==> src/rtl/tone_route_sequencer_pkg.sv <==
// Shared codes for the junction tone sequencer: Drive commands, FSM states,
// toneHit bit positions and the tone priority encoder.
package tone_route_sequencer_pkg;

    localparam logic [2:0] TD_HOLD     = 3'd0;
    localparam logic [2:0] TD_STRAIGHT = 3'd1;
    localparam logic [2:0] TD_LEFT     = 3'd2;
    localparam logic [2:0] TD_RIGHT    = 3'd3;
    localparam logic [2:0] TD_BACK     = 3'd4;
    localparam logic [2:0] TD_STOP     = 3'd5;

    localparam int unsigned NUM_TONES     = 5;
    localparam int unsigned TONE_STRAIGHT = 0;
    localparam int unsigned TONE_LEFT     = 1;
    localparam int unsigned TONE_RIGHT    = 2;
    localparam int unsigned TONE_BACK     = 3;
    localparam int unsigned TONE_STOP     = 4;

    typedef enum logic [1:0] {
        TS_IDLE    = 2'd0,
        TS_LISTEN  = 2'd1,
        TS_DECIDED = 2'd2
    } ts_state_e;

    // STOP > BACK > RIGHT > LEFT > STRAIGHT; TD_HOLD when nothing is set.
    function automatic logic [2:0] tone_priority(input logic [NUM_TONES-1:0] hits);
        if (hits[TONE_STOP])          return TD_STOP;
        else if (hits[TONE_BACK])     return TD_BACK;
        else if (hits[TONE_RIGHT])    return TD_RIGHT;
        else if (hits[TONE_LEFT])     return TD_LEFT;
        else if (hits[TONE_STRAIGHT]) return TD_STRAIGHT;
        return TD_HOLD;
    endfunction

endpackage

==> src/rtl/tone_vote_counter.sv <==
// Per-tone hit counter for one voting window; flags the strobe whose
// increment brings the count up to THRESH.
module tone_vote_counter
    import tone_route_sequencer_pkg::*;
#(
    parameter int unsigned WINDOW = 16,
    parameter int unsigned THRESH = 10
) (
    input  logic                         clk,
    input  logic                         rst,
    input  logic                         clear,
    input  logic                         inc,
    output logic [$clog2(WINDOW+1)-1:0]  count,
    output logic                         atThresh
);

    localparam int unsigned CW = $clog2(WINDOW + 1);

    logic [CW-1:0] count_q;

    always_ff @(posedge clk) begin
        if (!rst) begin
            count_q <= '0;
        end else if (clear) begin
            count_q <= '0;
        end else if (inc && (count_q != CW'(WINDOW))) begin
            count_q <= count_q + CW'(1);
        end
    end

    assign count    = count_q;
    assign atThresh = inc && (count_q == CW'(THRESH - 1));

endmodule

==> src/rtl/tone_route_sequencer.sv <==
// Junction decision scheduler: votes over detector tone strobes while Drive
// enables detection and issues one registered toneDir command (or a fallback).
module tone_route_sequencer
    import tone_route_sequencer_pkg::*;
#(
    parameter int unsigned WINDOW   = 16,
    parameter int unsigned THRESH   = 10,
    parameter int unsigned TIMEOUT  = 50_000_000,
    parameter logic [2:0]  FALLBACK = TD_STRAIGHT
) (
    input  logic       clk,
    input  logic       rst,
    input  logic       enable,
    input  logic       sampleStrobe,
    input  logic [4:0] toneHit,
    output logic [2:0] toneDir,
    output logic       decided,
    output logic       timedOut,
    output logic [7:0] junctionCount
);

    localparam int unsigned CW = $clog2(WINDOW + 1);
    localparam int unsigned TW = (TIMEOUT > 1) ? $clog2(TIMEOUT) : 1;

    ts_state_e      state_q, state_d;
    logic [2:0]     tone_dir_q, tone_dir_d;
    logic           timed_out_q, timed_out_d;
    logic [7:0]     junction_q, junction_d;
    logic [CW-1:0]  sample_q, sample_d;
    logic [TW-1:0]  timeout_q, timeout_d;

    logic                  vote_clear;
    logic [NUM_TONES-1:0]  vote_inc;
    logic [NUM_TONES-1:0]  at_thresh;
    logic [CW-1:0]         vote_count [NUM_TONES];
    logic                  listening;

    assign listening = (state_q == TS_LISTEN) && enable;
    assign vote_inc  = (listening && sampleStrobe) ? toneHit : '0;

    for (genvar i = 0; i < NUM_TONES; i++) begin : g_vote
        tone_vote_counter #(
            .WINDOW (WINDOW),
            .THRESH (THRESH)
        ) u_vote (
            .clk      (clk),
            .rst      (rst),
            .clear    (vote_clear),
            .inc      (vote_inc[i]),
            .count    (vote_count[i]),
            .atThresh (at_thresh[i])
        );

        assert property (@(posedge clk) disable iff (!rst) vote_count[i] <= CW'(WINDOW));
    end

    always_comb begin
        state_d     = state_q;
        tone_dir_d  = tone_dir_q;
        timed_out_d = timed_out_q;
        junction_d  = junction_q;
        sample_d    = sample_q;
        timeout_d   = timeout_q;
        vote_clear  = 1'b1;

        unique case (state_q)
            TS_IDLE: begin
                tone_dir_d = TD_HOLD;
                sample_d   = '0;
                timeout_d  = '0;
                if (enable) begin
                    state_d     = TS_LISTEN;
                    timed_out_d = 1'b0;
                end
            end
            TS_LISTEN: begin
                if (!enable) begin
                    // Abort wins over any decision or timeout on this cycle.
                    state_d    = TS_IDLE;
                    tone_dir_d = TD_HOLD;
                    sample_d   = '0;
                    timeout_d  = '0;
                end else begin
                    vote_clear = 1'b0;
                    timeout_d  = timeout_q + TW'(1);
                    if (sampleStrobe) begin
                        sample_d = sample_q + CW'(1);
                    end
                    if (|at_thresh) begin
                        state_d    = TS_DECIDED;
                        tone_dir_d = tone_priority(at_thresh);
                        junction_d = junction_q + 8'd1;
                    end else if (timeout_q == TW'(TIMEOUT - 1)) begin
                        state_d     = TS_DECIDED;
                        tone_dir_d  = FALLBACK;
                        timed_out_d = 1'b1;
                        junction_d  = junction_q + 8'd1;
                    end else if (sampleStrobe && (sample_q == CW'(WINDOW - 1))) begin
                        vote_clear = 1'b1;
                        sample_d   = '0;
                    end
                end
            end
            TS_DECIDED: begin
                if (!enable) begin
                    state_d    = TS_IDLE;
                    tone_dir_d = TD_HOLD;
                end
            end
            default: begin
                state_d    = TS_IDLE;
                tone_dir_d = TD_HOLD;
            end
        endcase
    end

    always_ff @(posedge clk) begin
        if (!rst) begin
            state_q     <= TS_IDLE;
            tone_dir_q  <= TD_HOLD;
            timed_out_q <= 1'b0;
            junction_q  <= 8'd0;
            sample_q    <= '0;
            timeout_q   <= '0;
        end else begin
            state_q     <= state_d;
            tone_dir_q  <= tone_dir_d;
            timed_out_q <= timed_out_d;
            junction_q  <= junction_d;
            sample_q    <= sample_d;
            timeout_q   <= timeout_d;
        end
    end

    assign toneDir       = tone_dir_q;
    assign decided       = (state_q == TS_DECIDED);
    assign timedOut      = timed_out_q;
    assign junctionCount = junction_q;

endmodule
==> config.mk <==
export PLATFORM = sky130hd
export DESIGN_NAME = tone_route_sequencer
export DESIGN_NICKNAME = d
export VERILOG_FILES = /design/src/rtl/tone_route_sequencer_pkg.sv /design/src/rtl/tone_vote_counter.sv /design/src/rtl/tone_route_sequencer.sv
export SDC_FILE = /design/constraint.sdc
export NUM_CORES = 1
export LEC_CHECK = 0
export ABC_AREA = 1
export CAP_MARGIN = 10
export CORE_MARGIN = 2
export CORE_UTILIZATION = 58
export CTS_BUF_LIST = sky130_fd_sc_hd__clkbuf_16
export DETAILED_ROUTE_END_ITERATION = 16
export PLACE_DENSITY = 0.78
export SYNTH_ARGS = -nofsm -noshare
export SYNTH_HDL_FRONTEND = slang
export SYNTH_HIERARCHICAL = 1
export SYNTH_SLANG_ARGS = --single-unit
==> constraint.sdc <==
create_clock -name clk -period 3.5 [get_ports clk]
set_clock_uncertainty 0.05 [all_clocks]
set_input_delay 0.875 -clock clk [delete_from_list [all_inputs] [get_ports clk]]
set_output_delay 0.875 -clock clk [all_outputs]
set_load 0.02 [all_outputs]
==> results.tsv, run 1 <==
metric	value	unit
Metal-1 WL	4310	um
Comb power frac	3.3	%
CP arrival	3.59	ns
I/O pins	22	
sequential-to-total area share from yosys stat	33.7	%
Remaining Overflow, GRT	0	
CP endpoint kind	flop	
CP max stage cell	clkdlybuf4s50_1	
Pint	1.51	mW
Placed Area	0.00456	mm^2
Post-Syn Nets	659	
CTS root buf	clkbuf_16	
met2 WL	4540	um
vias	4040	
FFs w/ async S/R, synth	0	%
nets	697	
vias in the first global route	3644	
pin count of the biggest net entering global routing	47	
CORE AREA	0.00687	mm^2
Peak Freq	0.297	GHz
Reg power frac	42.0	%
post-synthesis register bit count	70	
CTS tree	yes	
Post-Synthesis Cells	631	
Leak	1.83	nW
post-synth top area cell	dfxtp_1	
Largest delay share family, worst path	simple AND/OR/NAND/NOR gates	
Peak supply drop	0.000298	V
Max Slew Vio Count	0	
n_diodes	0	
P_sw	393	uW
Final Util	71.4	%
count of different cell masters after synthesis	35	
final count of hold timing violations	0	
switching share of power	20.6	%
WP data required	3.72	ns
Largest stage delay, worst path	0.48	ns
Worst slew margin	69.5	%
TritonRoute pass-1 iters	5	
Final period util	96.3	%
final WL	9450	um
layout cells sized above 1	10.7	%
CTS Hold Bufs	0	
final instance area	0.00491	mm^2
# clock sinks	70	
crit path max fanout	8	
final worst path period need	3.37	ns
final setup violation count	0	
number of port buffers	21	
wire length on met3	389	um
most frequently used flop master after synthesis	dfxtp_1	
Mapped Area	0.00416	mm^2
Yosys top cell area share	33.7	%
power per cell area	389	mW/mm^2
cell mode on critical path	nand2_1	
number of flops mapped to enable cells by yosys	0	
area grow syn2layout	18.1	%
total die area	0.00786	mm^2
clock transition at the registers of the reported paths	0.06	ns
first-pass GRT wire length	15900	um
Clock Latency Late Sink	0.33	ns
Initial Utilization	60.5	%
global placement routability congestion	0.922	
crit path launch type	input pin	
CTS H-Tree Depth	3	
max_cap viols	0	
Pwr Total	1.91	mW
crit-path cells	clkdlybuf4s50_1, inv_1, nor2_2, nand2_1, nor2_1, nand2_1, nor4b_1, buf_4, or2_2, nor3_4, nand3b_1, nand2_1, nor2_2, nand2_1, nor2_1	
DR vias/cell	5.25	
top area cells in the synthesized netlist	dfxtp_1, nand2_1, inv_1	
Final ANT Viol Nets	0	
DRC	0	
GR Util All Layers	25.6	%
cell row count	30	
Longest Clk Path Bufs	2	
initial antenna violation count	0	
worst path bufs/invs	3	
WL/cell	12.3	um
status	complete, no violations	
Yosys warning count	6	
dpl hpwl	6610	um
kind of critical path	input pin to flop	
Iter 0 DRT Violations	231	
max layer used	met4	
Die Height	88.7	um
Worst-Margin Slew	0.451	ns
die width	88.7	um
mean post-synth cell area	6.59	um^2
Hold WC Path Type	flop to flop	
Inserted Clock Buffers	9	
clock share of power	54.7	%
Filler cells	566	
synth_stat cells, types with 3 or more instances:
cell type and count:
buf_2 4, nor3_1 3, nor2_4 3, o21ai_0 20, clkbuf_1 6, nor2_2 10, or2_2 3, nor4b_1 5
nor3_2 5, nand2_1 169, nor2_1 79, nand4_1 15, ha_1 19, nand2_2 10, inv_1 80, a21oi_1 53
xor2_1 8, dfxtp_1 70, nand3_1 46
per-layer routing:
layer  vias to the layer above  global-route usage (%)
met5                         -                       0
met4                         0                    9.23
met3                        20                    6.90
met2                        81                    41.6
met1                      1842                    32.7
li1                       2097                       -
flip-flops by register name, indices dropped and copies added (netlist names):
signal,flops
timeout_q,26
toneDir,3
g_vote.u_vote/count,25
junctionCount,8
state_q,2
sample_q,5
timedOut,1
repair_timing:
action,in CTS,in global routing
resized for setup,0,2
setup buffers,0,0
setup endpoints to repair,0,9
cell type report:
type                    instances  area, um^2  area share, %
multi-input cells             467        2390           48.7
inverters                      81         304           6.20
clock inverters                 7         114           2.32
flip-flops and latches         70        1400           28.6
repair buffers                 40         353           7.19
clock buffers                   9         225           4.59
well taps                      96         120           2.45
power groups by stage:
stage	logic [mW]	clock network (mW)	registers, mW
6_report	0.0627	1.04	0.801
5_1_grt	0.0688	1.10	0.801
4_1_cts	0.0617	1.05	0.801
3_5_place_dp	0.0611	0	0.818
3_3_place_gp	0.0597	0	0.818
2_1_floorplan	0.0369	0	0.818
cells by family (layout without fill, tap and decap cells):
group | Yosys count | after routing | synth area share, %
buffers and inverters | 94 | 137 | 8.97
AND/OR/NAND/NOR | 356 | 356 | 38.9
XOR/XNOR | 10 | 10 | 2.11
adder cells (fa/ha/maj) | 19 | 19 | 5.72
AO/OA/AOI/OAI | 82 | 82 | 10.6
flip-flops | 70 | 70 | 33.7
path summary, 6_finish.rpt:
kind	slack [ns]	from	cells after the start	end
hold / removal	0.42	toneDir[1]	2	toneDir[1]
hold reg to reg	0.42	toneDir[1]	2	toneDir[1]
setup reg to reg	0.57	state_q[1]	15	g_vote[0].u_vote/count[2]
setup / recovery	0.13	enable	15	g_vote[0].u_vote/count[2]
stage by stage:
step                      setup TNS, ns  hold slack [ns]  worst slack [ns]  instances
final                                 0            0.420             0.131        770
after global routing            -0.0245            0.441           -0.0119        770
after CTS                             0            0.424             0.174        770
after detailed placement         -0.833            0.406            -0.152        754
after global placement           -0.108            0.407           -0.0267        754
after floorplan                       0            0.400             0.317        631
layout by cell type (no fill, tap or decap), drive strengths merged, types with 5 or more instances in the layout:
cell and instances:
nand2 181, inv 81, dfxtp 70, nand4 15, buf 19, a21oi 53
nor4b 5, clkbuf 9, ha 19, nor3 9, nor2 92, nand3 47
o21ai 20, clkdlybuf4s50 21, xor2 8
worst register-to-register path: cells and delay by family (launching register included):
kind	cells	cell delay, ns
buf+inv	2	0.40
flops	1	0.30
simple gates	13	2.10
No activity file was read; power rests on OpenSTA's default activity.
==> run 2: changes to the inputs <==
--- a/config.mk
+++ b/config.mk
@@ -11,7 +11,9 @@
 export CORE_UTILIZATION = 58
 export CTS_BUF_LIST = sky130_fd_sc_hd__clkbuf_16
 export DETAILED_ROUTE_END_ITERATION = 16
-export PLACE_DENSITY = 0.78
+export DONT_BUFFER_PORTS = 1
+export GPL_ROUTABILITY_DRIVEN = 1
+export PLACE_DENSITY = 0.74
 export SYNTH_ARGS = -nofsm -noshare
 export SYNTH_HDL_FRONTEND = slang
 export SYNTH_HIERARCHICAL = 1
==> run 2 against run 1 <==
Against the previous run: critical path depth did not move; sequential power hardly changed; cell count is 4.3% lower; core utilization is 4.7 points lower; via count is 3.6% lower; power is 3.9% lower; worst setup slack improved by 0.26 ns; first-iteration DRC count increased by 15%; hold slack gained 0.0062 ns; design area decreased by 6.6%.
==> results.tsv, run 2 (synthesis results as in run 1) <==
metric	value	unit	change
status	complete, no violations		unchanged
worst hold path endpoint	sample_q[4]		was toneDir[1]
first-pass GRT wire length	15800	um	was 15900 um
TritonRoute pass-1 iters	6		was 5
most common cell after layout, fill and taps aside	nand2_1		unchanged
hold path depth	2		unchanged
final worst path period need	3.10	ns	was 3.37 ns
final instance area	0.00458	mm^2	was 0.00491 mm^2
switching share of power	21.6	%	was 20.6%
setup TNS	0	ns	unchanged
global placement routability congestion	0.866		was 0.922
cell row count	30		unchanged
commonest non-fill, non-tap cells in the layout	nand2_1, inv_1, nor2_1		unchanged
CORE AREA	0.00687	mm^2	unchanged
Worst-Margin Slew	0.811	ns	was 0.451 ns
final setup violation count	0		unchanged
Pwr Total	1.83	mW	was 1.91 mW
Remaining Overflow, GRT	0		unchanged
CTS Hold Bufs	0		unchanged
Leak	1.68	nW	was 1.83 nW
power per cell area	400	mW/mm^2	was 389 mW/mm^2
CTS H-Tree Depth	3		unchanged
number of port buffers	0		was 21
Clock Latency Late Sink	0.34	ns	was 0.33 ns
Peak supply drop	0.000311	V	was 0.000298 V
Final ANT Viol Nets	0		unchanged
CP endpoint kind	flop		unchanged
final count of hold timing violations	0		unchanged
Worst slew margin	45.6	%	was 69.5%
Max Slew Vio Count	0		unchanged
max_cap viols	0		unchanged
Largest register FFs	26		unchanged
min-delay src	sample_q[4]		was toneDir[1]
GR Util All Layers	25.1	%	was 25.6%
layout cells sized above 1	9.20	%	was 10.7%
n_diodes	0		unchanged
Die Height	88.7	um	unchanged
initial antenna violation count	0		unchanged
CP arrival	3.33	ns	was 3.59 ns
pin count of the biggest net entering global routing	47		unchanged
Top reg by flops	timeout_q		unchanged
vias	3894		was 4040
Filler cells	603		was 566
Crit Reg-Reg Endpoint	g_vote[3].u_vote/count[2]		was g_vote[0].u_vote/count[2]
WL/cell	12.2	um	was 12.3 um
clock share of power	54.0	%	was 54.7%
Final period util	88.7	%	was 96.3%
Worst R2R Start	state_q[1]		unchanged
area grow syn2layout	10.3	%	was 18.1%
DR vias/cell	5.28		was 5.25
met1 Use GR	33.5	%	was 32.7%
total die area	0.00786	mm^2	unchanged
RSZ-0062 raised after global routing	false		
Placed Area	0.00426	mm^2	was 0.00456 mm^2
met3 usage	4.48	%	was 6.90%
met2 Resource Use GR	40.9	%	was 41.6%
Pint	1.44	mW	was 1.51 mW
P_sw	396	uW	was 393 uW
Comb power frac	2.4	%	was 3.3%
WP data required	3.72	ns	about the same
Hold WC Path Type	flop to flop		unchanged
Initial Utilization	60.5	%	unchanged
dpl hpwl	6400	um	was 6610 um
I/O pins	22		unchanged
clock transition at the registers of the reported paths	0.06	ns	about the same
vias in the first global route	3557		was 3644
kind of critical path	flop to flop		was input pin to flop
DRC	0		unchanged
CTS tree	yes		unchanged
Reg power frac	43.7	%	was 42.0%
Iter 0 DRT Violations	266		was 231
final WL	9000	um	was 9450 um
R2R depth	15		unchanged
crit path max fanout	8		unchanged
post-CTS setup buffers	0		unchanged
Inserted Clock Buffers	9		unchanged
Longest Clk Path Bufs	2		unchanged
number of gates resized after CTS	0		unchanged
GR peak layer	met2		unchanged
crit path launch type	flop		was input pin
# clock sinks	70		unchanged
nets	664		was 697
CTS root buf	clkbuf_16		unchanged
die width	88.7	um	unchanged
worst-case register-to-register setup slack	0.40	ns	was 0.57 ns
Peak Freq	0.322	GHz	was 0.297 GHz
[run 2: worst max-delay path: stages (launching register included)]
cell      delay (ns)
dfxtp_1         0.30
inv_1           0.22
nand2_1         0.13
nor2_2          0.13
nand2_1         0.15
nor2_1          0.24
nand2_1         0.08
nor4b_1         0.41
inv_1           0.14
nand2_1         0.16
nor3_4          0.08
nand3b_1        0.15
nand2_1         0.21
nor2_1          0.37
nand2_1         0.11
nor2_1          0.10
[run 2: metal layers]
layer	share of wire, %	wire length, um
met5	0	0
met4	1.6	140
met3	4.2	380
met2	48	4280
met1	47	4190
[run 2: cell type report]
type	count	area [um^2]	area share [%]
Multi-Input combinational cell	467	2380	52.0
Sequential cell	70	1400	30.6
Clock inverter	7	96.3	2.10
Clock buffer	9	225	4.91
Inverter	81	304	6.63
Tap cell	96	120	2.62
Timing Repair Buffer	7	52.6	1.15
[run 2: how the worst max path moves through the flow]
stage | start | to | slack, ns | cells past startpoint
finish | state_q[1] | g_vote[3].u_vote/count[2] | 0.40 | 15
global route | state_q[1] | g_vote[3].u_vote/count[2] | 0.11 | 15
CTS | state_q[1] | g_vote[3].u_vote/count[2] | 0.41 | 15
detailed placement | enable | g_vote[3].u_vote/count[2] | 0.17 | 14
global placement | enable | g_vote[2].u_vote/count[2] | 0.26 | 14
floorplan | enable | g_vote[0].u_vote/count[2] | 0.32 | 14
[run 2: through the flow]
stage	std cells	utilization (%)	hold WS [ns]	setup WS (ns)
final	737	66.7	0.427	0.396
after floorplan	631	-	0.400	0.317
after detailed placement	721	62.1	0.421	0.173
after CTS	737	66.7	0.429	0.407
after global routing	737	66.7	0.457	0.112
after global placement	721	62.1	0.418	0.256
[run 2: power by group through the flow]
stage               logic (mW)  registers, mW  clock network [mW]
global route            0.0494          0.801                1.04
detailed placement      0.0435          0.818                   0
CTS                     0.0436          0.801                1.00
global placement        0.0427          0.818                   0
finish                  0.0433          0.801               0.990
floorplan               0.0369          0.818                   0
==> run 3: changes to the inputs <==
==> constraint.sdc (replaced) <==
create_clock -name clk -period 3.3 [get_ports clk]
set_clock_uncertainty 0.05 [all_clocks]
set_input_delay 0.825 -clock clk [delete_from_list [all_inputs] [get_ports clk]]
set_output_delay 0.825 -clock clk [all_outputs]
set_load 0.02 [all_outputs]
==> run 3 against run 2 <==
Against the previous run: clock power fell by 13%; hold slack improved by 0.0024 ns; worst setup slack lost 0.081 ns; largest cell class unchanged.
==> results.tsv, run 3 (synthesis results as in run 1) <==
metric	value	unit	change
status	complete, no violations		unchanged
met1 Use GR	32.4	%	was 33.5%
Leak	1.67	nW	was 1.68 nW
Placed Area	0.00428	mm^2	was 0.00426 mm^2
I/O pins	22		unchanged
Top reg by flops	timeout_q		unchanged
Largest register FFs	26		unchanged
Longest Clk Path Bufs	2		unchanged
Peak Freq	0.335	GHz	was 0.322 GHz
Hold WC Path Type	flop to flop		unchanged
global placement routability congestion	0.857		was 0.866
Final ANT Viol Nets	0		unchanged
Max Slew Vio Count	0		unchanged
CORE AREA	0.00687	mm^2	unchanged
first-pass GRT wire length	15600	um	was 15800 um
worst-case register-to-register setup slack	0.32	ns	was 0.40 ns
WL/cell	12.1	um	was 12.2 um
pin count of the biggest net entering global routing	47		unchanged
power per cell area	387	mW/mm^2	was 400 mW/mm^2
Final period util	90.4	%	was 88.7%
initial antenna violation count	0		unchanged
total die area	0.00786	mm^2	unchanged
die width	88.7	um	unchanged
CP endpoint	g_vote[0].u_vote/count[2]		was g_vote[3].u_vote/count[2]
WP data required	3.51	ns	was 3.72 ns
# clock sinks	70		unchanged
GR Util All Layers	24.8	%	was 25.1%
Crit Reg-Reg Endpoint	g_vote[0].u_vote/count[2]		was g_vote[3].u_vote/count[2]
CTS tree	yes		unchanged
Inserted Clock Buffers	9		unchanged
TritonRoute pass-1 iters	5		was 6
Final Hold Slack	0.429	ns	was 0.427 ns
final count of hold timing violations	0		unchanged
Iter 0 DRT Violations	144		was 266
final instance area	0.00455	mm^2	was 0.00458 mm^2
Place WS	0.132	ns	was 0.173 ns
max_cap viols	0		unchanged
met3 usage	6.62	%	was 4.48%
Pwr Total	1.76	mW	was 1.83 mW
CTS Hold Bufs	0		unchanged
vias in the first global route	3616		was 3557
clock transition at the registers of the reported paths	0.06	ns	about the same
Peak supply drop	0.000283	V	was 0.000311 V
CP arrival	3.20	ns	was 3.33 ns
final worst path period need	2.98	ns	was 3.10 ns
CTS H-Tree Depth	3		unchanged
Die Height	88.7	um	unchanged
commonest non-fill, non-tap cells in the layout	nand2_1, inv_1, nor2_1		unchanged
critical path startpoint	state_q[1]		unchanged
vias	3919		was 3894
hold path depth	2		unchanged
met2 Resource Use GR	40.0	%	was 40.9%
R2R depth	15		unchanged
most common cell after layout, fill and taps aside	nand2_1		unchanged
DRC	0		unchanged
nets	666		was 664
Initial Utilization	60.5	%	unchanged
CTS root buf	clkbuf_16		unchanged
cell row count	30		unchanged
area grow syn2layout	9.42	%	was 10.3%
setup ws final	0.315	ns	was 0.396 ns
CP endpoint kind	flop		unchanged
number of port buffers	0		unchanged
final setup violation count	0		unchanged
DR vias/cell	5.30		was 5.28
crit path launch type	flop		unchanged
Worst slew margin	64.0	%	was 45.6%
crit path max fanout	8		unchanged
dpl hpwl	6400	um	about the same
setup TNS	0	ns	unchanged
Worst-Margin Slew	0.532	ns	was 0.811 ns
Clock Latency Late Sink	0.33	ns	was 0.34 ns
kind of critical path	flop to flop		unchanged
Worst R2R Start	state_q[1]		unchanged
n_diodes	0		unchanged
RSZ-0062 raised after global routing	true		was false
final WL	8920	um	was 9000 um
layout cells sized above 1	9.80	%	was 9.20%
Remaining Overflow, GRT	0		unchanged
GR peak layer	met2		unchanged
==> run 3: repair_timing <==
item                                    in CTS  in global routing
endpoints found under the hold margin        0                  0
endpoints found under the setup margin       0                  4
gates resized for setup                      0                  2
setup buffers                                0                  0
==> run 3: power breakdown <==
group | total, mW | internal (mW) | leakage, nW | switching [mW]
Combinational | 0.0472 | 0.0149 | 0.975 | 0.0323
Clock | 0.863 | 0.502 | 0.133 | 0.361
Sequential | 0.849 | 0.847 | 0.564 | 0.00211
==> run 3: cell type report <==
cell class / instances / area [um^2]
inverter: 81 / 304
timing repair buffer: 9 / 67.6
multi-input combinational: 467 / 2390
clock inverter: 7 / 40.0
sequential: 70 / 1400
tap: 96 / 120
clock buffer: 9 / 225
fill: 590 / 2320
==> run 3: layer usage <==
layer,up-vias,routed length [um]
li1,2043,-
met1,1778,4280
met4,0,114
met3,10,426
met2,88,4100
met5,-,0
==> run 3: worst min-delay path by stage <==
stage	startpoint	to
finish	sample_q[4]	sample_q[4]
global route	sample_q[4]	sample_q[4]
CTS	sample_q[4]	sample_q[4]
detailed placement	sample_q[4]	sample_q[4]
global placement	sample_q[4]	sample_q[4]
floorplan	sample_q[4]	sample_q[4]
==> run 3: per-stage QoR <==
stage,utilization (%),cells
after global placement,62.3,723
after detailed placement,62.3,723
after floorplan,-,631
after CTS,66.1,739
after global routing,66.2,739
final,66.2,739
==> run 3: worst max-delay path, stage by stage, from the launching register on <==
cell and delay (ns):
dfxtp_1 0.30, inv_1 0.22, nand2_1 0.13, nor2_2 0.12, nand2_1 0.16, nor2_1 0.20, nand2_1 0.07, nor4b_1 0.35
inv_1 0.15, nand2_1 0.15, nor3_4 0.06, nand3b_1 0.14, nand2_1 0.23, nor2_1 0.38, nand2_1 0.10, nor2_1 0.11
